$ cat src/rtl/hc74_pkg.sv
// hc74 family shared definitions.
// Register width and pin-synchronizer reset levels.
package hc74_pkg;

  localparam int SR_WIDTH = 8;

  typedef logic [SR_WIDTH-1:0] sr_t;

  // Idle level of sampled pins after reset:
  // clocks/MR# idle high, DS idles low.
  localparam logic PIN_RST = 1'b1;
  localparam logic DS_RST  = 1'b0;

endpackage

$ cat src/rtl/hc_pin_sync.sv
// N-flop pin synchronizer, N=0 is a wire.
// clk, rst_n (sync, active low), d pin in, q synced out.
module hc_pin_sync #(
  parameter int   N       = 0,
  parameter logic RST_VAL = 1'b1
) (
  input  logic clk,
  input  logic rst_n,
  input  logic d,
  output logic q
);

  generate
    if (N == 0) begin : g_pass
      logic sync_unused;
      assign sync_unused = clk ^ rst_n;
      assign q = d;
    end else begin : g_chain
      logic [N-1:0] chain;
      always_ff @(posedge clk) begin
        if (!rst_n) begin
          chain <= {N{RST_VAL}};
        end else begin
          chain <= (chain << 1) | N'(d);
        end
      end
      assign q = chain[N-1];
    end
  endgenerate

endmodule

$ cat src/rtl/hc595_clk.sv
// Clock-synchronous 74HC595 SIPO + storage register.
// p14 DS, p11 SH_CP, p12 ST_CP, p10 MR#, p13 OE#;
// p15,p1..p7 Q0..Q7, p9 Q7', q_oe = ~OE#.
module hc595_clk
  import hc74_pkg::*;
#(
  parameter int SYNC_STAGES = 0
) (
  input  logic clk,
  input  logic rst_n,
  input  logic p14,
  input  logic p11,
  input  logic p12,
  input  logic p10,
  input  logic p13,
  output logic p15,
  output logic p1,
  output logic p2,
  output logic p3,
  output logic p4,
  output logic p5,
  output logic p6,
  output logic p7,
  output logic p9,
  output logic q_oe
);

  logic ds_s;
  logic sh_s;
  logic st_s;
  logic mr_s;

  hc_pin_sync #(
    .N       (SYNC_STAGES),
    .RST_VAL (DS_RST)
  ) u_ds (
    .clk   (clk),
    .rst_n (rst_n),
    .d     (p14),
    .q     (ds_s)
  );

  hc_pin_sync #(
    .N       (SYNC_STAGES),
    .RST_VAL (PIN_RST)
  ) u_sh (
    .clk   (clk),
    .rst_n (rst_n),
    .d     (p11),
    .q     (sh_s)
  );

  hc_pin_sync #(
    .N       (SYNC_STAGES),
    .RST_VAL (PIN_RST)
  ) u_st (
    .clk   (clk),
    .rst_n (rst_n),
    .d     (p12),
    .q     (st_s)
  );

  hc_pin_sync #(
    .N       (SYNC_STAGES),
    .RST_VAL (PIN_RST)
  ) u_mr (
    .clk   (clk),
    .rst_n (rst_n),
    .d     (p10),
    .q     (mr_s)
  );

  sr_t  sr;
  sr_t  st;
  logic prev_sh;
  logic prev_st;
  logic sh_rise;
  logic st_rise;

  assign sh_rise = sh_s & ~prev_sh;
  assign st_rise = st_s & ~prev_st;

  // prev_* reset high so a pin held high across
  // reset release is not taken as a fresh edge.
  // st always captures the pre-edge sr, giving the
  // one-step lag of tied SH_CP/ST_CP.
  always_ff @(posedge clk) begin
    if (!rst_n) begin
      sr      <= '0;
      st      <= '0;
      prev_sh <= 1'b1;
      prev_st <= 1'b1;
    end else begin
      prev_sh <= sh_s;
      prev_st <= st_s;
      if (st_rise) begin
        st <= sr;
      end
      if (!mr_s) begin
        sr <= '0;
      end else if (sh_rise) begin
        sr <= {sr[SR_WIDTH-2:0], ds_s};
      end
    end
  end

  assign p15  = st[0];
  assign p1   = st[1];
  assign p2   = st[2];
  assign p3   = st[3];
  assign p4   = st[4];
  assign p5   = st[5];
  assign p6   = st[6];
  assign p7   = st[7];
  assign p9   = sr[SR_WIDTH-1];
  assign q_oe = ~p13;

endmodule

$ cat config.mk
export PLATFORM = sky130hd
export DESIGN_NAME = hc595_clk
export DESIGN_NICKNAME = d
export VERILOG_FILES = /design/src/rtl/hc74_pkg.sv /design/src/rtl/hc_pin_sync.sv /design/src/rtl/hc595_clk.sv
export SDC_FILE = /design/constraint.sdc
export NUM_CORES = 1
export LEC_CHECK = 0
export CAP_MARGIN = 20
export CORE_MARGIN = 4
export CORE_UTILIZATION = 27
export DETAILED_ROUTE_END_ITERATION = 7
export SYNTH_ARGS = -nofsm -noshare
export SYNTH_HDL_FRONTEND = slang
export SYNTH_SLANG_ARGS = --single-unit
$ cat constraint.sdc
create_clock -name clk -period 1.2 [get_ports clk]
set_clock_uncertainty 0.2 [all_clocks]
set_input_delay 0.18 -clock clk [delete_from_list [all_inputs] [get_ports clk]]
set_output_delay 0.18 -clock clk [all_outputs]
set_load 0.02 [all_outputs]
Word level (Yosys, flattened, before mapping)
Cells that the tools add are included.

Bitwise operators: 5. Reductions and logical operators: 1.

Operators with widths (number): NOT 1 bit (3); AND 1 bit (2); AND reduction 2 bit (1).

Output and inout port bits: 10. Logic and storage cells: 10. Register bits after elaboration: 18.

Longest topological paths before layout
Gate-level depths: netlist (run 1).

Depth after elaboration: 2. Depth in mapped cells: 4.

Modules after synthesis
From an unflattened synthesis (run 1), not the netlist that was laid out.

Cell total of the unflattened synthesis: 73. Area total of the unflattened synthesis: 705.7 um^2.

By module, submodules not included: hc595_clk (cells each 69, seq. area each 360.3 um^2, area an instance 675.6 um^2, instances 1); hc_pin_sync (cells each 1, seq. area each 0.0 um^2, area an instance 7.5 um^2, instances 4).

Worst setup path after synthesis (run 1)
No wires, ideal clock.

Kind: register to register. From: register prev_st. To: register st[0]. Setup slack: 0.151 ns. Data arrival time: 0.733 ns. Clock period less this slack: 1.049 ns. Library setup time: 0.116 ns. Required time: 0.884 ns. Buffers on the path: 1. Cell stages (with the launch flop): 5. Cell sequence: dfxtp_1 nand2b_4 buf_12 mux2i_1 nor2b_1.

Word-level cells in the longest chain between the ends: 2.

RTL lines: start, declared (line hc595_clk.sv:76) `logic prev_st;`; start signal, assigned (line hc595_clk.sv:95) `prev_st <= st_s;`; NOT 1 bit (line hc595_clk.sv:81) `assign st_rise = st_s & ~prev_st;`; AND 1 bit (line hc595_clk.sv:81); end signal, assigned (line hc595_clk.sv:97) `st <= sr;`; end, declared (line hc595_clk.sv:74) `sr_t st;`.

Every way passes these cells. A chain may end at the register's enable or synchronous reset.

Final worst setup path (run 1)
From: register st[2]. To: output port p2.

RTL lines: end, declared (line hc595_clk.sv:18) `output logic p2,`.

No word-level cell between the ends.

==> out/results.tsv, run 1 <==
metric	value	unit
status	completed	
simple-gate share of the synthesized area	0.230	
top post-synthesis cells by area	dfxtp_1, mux2i_1, nand2_1	
postcts setup bufs	0	
area grow syn2layout	36.1	%
DP HPWL	853	µm
Seq/Total Area, Yosys	0.533	
via count	498	
routed length on met2	510	µm
RSZ-0062 raised after global routing	false	
dominant cell type by area after synthesis	dfxtp_1	
P per Cell Area	1130	nW/µm²
max cap viols	0	
Syn Inst Count	69	
vias in the first global route	461	
Primary FF master, synth	dfxtp_1	
Synth top cells by count	dfxtp_1, nand2_1, nor2b_1, a21oi_1, mux2i_1	
CTS root buf	clkbuf_4	
#FFs+latches synth	18	
delay-heaviest family, CP	flip-flops	
worst reg2reg startpoint	prev_st	
clk_lat worst skew	0.29	ns
Final Core Density	0.400	
TritonCTS sink count	18	
Synth Warn #	0	
crit-path max cell delay	0.34	ns
drt total wl	1.19	mm
post-synthesis xor/xnor area fraction	0	
core outline area	2300	µm²
Compound-Gate Fraction of Synth Area	0.0593	
maximum VDD drop	0.000793	V
Worst-path clk slew	0.10	ns
crit-path cells	buf_4	
Die W	58.0	µm
PortBufs	16	
drt pass-1 iters	3	
Post-synth ARST share	0	
nets	100	
slew margin rel.	0.816	
Slew Limit Fails	0	
first-pass GRT wire length	1.94	mm
die span in y	58.0	µm
Critical Path AT	0.77	ns
multi-input logic area	280	µm²
highest routed layer	met3	
M1 WL	562	µm
Worst Min Path Start	p14	
Setup TNS Final	0	ns
worst-margin pin slew	0.276	ns
FF/Latch Area	370	µm²
GRT Residual Overflow	0	
DR WL/cell	9.92	µm
Tot Pwr	1.04	mW
diodes inserted	0	
crit end category	output port	
deepest clock path buffer count	2	
hold path depth	3	
Avg Inst Size Synth	9.79	µm²
largest net degree at the start of global routing	11	
Post-Syn Nets	76	
number of synthesized flops with an enable pin	0	
Worst Setup Start Kind	flop	
setup violators final	0	
initial core utilization	0.294	
Synth Area in Adders	0	
IO Count	17	
routed wl met3	117	µm
# fillers	250	
slack of the critical path	0.0484	ns
slowest CP cell	dfxtp_1	
CTS Buf Count	3	
fraction of layout instances using a drive strength above 1	0.359	
min Tclk post-route	1.15	ns
Synth top area share	0.533	
mux share of post-synthesis cell area	0.119	
reg2reg path depth	3	
Via-to-Cell Ratio	4.15	
GP Congestion	0.701	
f_max	868	MHz
TritonCTS clock tree	yes	
library cells used by synthesis	13	
Hold Path Class	in2reg	
DR DRC count	0	
cell area after synthesis	676	µm²
Die ar.	3370	µm²
Reg2Reg Capture Point	st[0]	
number of core rows	17	
Antenna Nets Post-Route	0	
most numerous cell in the Yosys netlist	dfxtp_1	
Crit Path Max Fanout	2	
R2R Setup Slk	0.12	ns
largest family of logic cells by synthesized area	simple AND/OR/NAND/NOR gates	
kind of critical path	reg2out	
DR iter-0 viols	9	
Hold Path Sink	sr[0]	
Global Route Usage Sum	0.0739	
worst endpoint required time	0.82	ns
Final Hold Viols	0	
antenna violations before repair	0	
period utilization	0.960	
Place WS	-0.401	ns
number of H-tree levels	1	
P_leak	0.412	nW
CP Buf/Inv Count	1	
==> placed cells by master (no fill, tap or decap), drive strengths merged <==
cell	n
a21oi	8
buf	17
clkbuf	4
clkdlybuf4s50	5
dfxtp	18
dlymetal6s2s	1
inv	1
mux2i	8
nand2	17
nand2b	4
nor2b	9
==> per-layer routing <==
layer	GRT usage	up-vias
met5	0	-
met4	0.00993	0
met3	0.0401	0
met2	0.115	14
met1	0.0927	217
li1	-	267
==> per-stage QoR <==
stage	area, µm²	cells	hold slack [ns]
global route	920	120	0.238
CTS	873	120	0.222
global placement	887	116	0.254
floorplan	676	69	0.0815
detailed placement	887	116	0.263
finish	920	120	0.232
==> how the worst max path moves through the flow <==
stage                     slack [ns]  startpoint  depth (start not counted)    end
after floorplan                 0.15     prev_st                          4  st[0]
after global placement         -0.40         p13                          3   q_oe
after detailed placement       -0.40         p13                          3   q_oe
after CTS                      0.002         p13                          3   q_oe
after global routing           0.004         p11                          5  sr[3]
final                           0.05       st[2]                          1     p2
==> what timing repair did <==
item                                    in CTS  in global routing
gates resized for setup                     40                 22
endpoints found under the setup margin      10                 16
hold buffers                                 0                  0
==> worst register-to-register path, delay by kind of cell, from the launching register on <==
kind | cells | cell delay [ns]
muxes | 1 | 0.20
and+or+nand+nor | 2 | 0.26
DFF | 1 | 0.32
==> area by class of cell <==
type,instances,share of cell area
inverters,1,0.00408
flip-flops and latches,18,0.403
repair buffers,23,0.211
clock buffers,4,0.0395
well taps,28,0.0381
multi-input cells,46,0.305
==> power breakdown <==
| part | switching (mW) | total [mW] | internal [mW] |
|---|---|---|---|
| Sequential | 0.00185 | 0.603 | 0.601 |
| Clock | 0.178 | 0.362 | 0.185 |
| Combinational | 0.0298 | 0.0699 | 0.0402 |
==> flip-flops by register name, indices dropped and copies added (netlist names) <==
signal,count
sr,8
prev_sh,1
prev_st,1
st,8
==> logic make-up after synthesis <==
kind of cell / Yosys count
flops: 18
buf+inv: 5
compound gates: 8
mux: 8
simple gates: 30
No activity file was read; power rests on OpenSTA's default activity.
==> inputs of run 2 (changes only) <==
--- a/config.mk
+++ b/config.mk
@@ -9,6 +9,7 @@
 export CORE_MARGIN = 4
 export CORE_UTILIZATION = 27
 export DETAILED_ROUTE_END_ITERATION = 7
+export MAX_ROUTING_LAYER = met4
 export SYNTH_ARGS = -nofsm -noshare
 export SYNTH_HDL_FRONTEND = slang
 export SYNTH_SLANG_ARGS = --single-unit
==> results of run 2 <==
No change in the layout: final DEF, timing and power equal those of run 1.
Among the figures that moved: final weighted congestion in routability-driven placement 0.701 -> 0.708; overall routing resource usage 0.0739 -> 0.0761
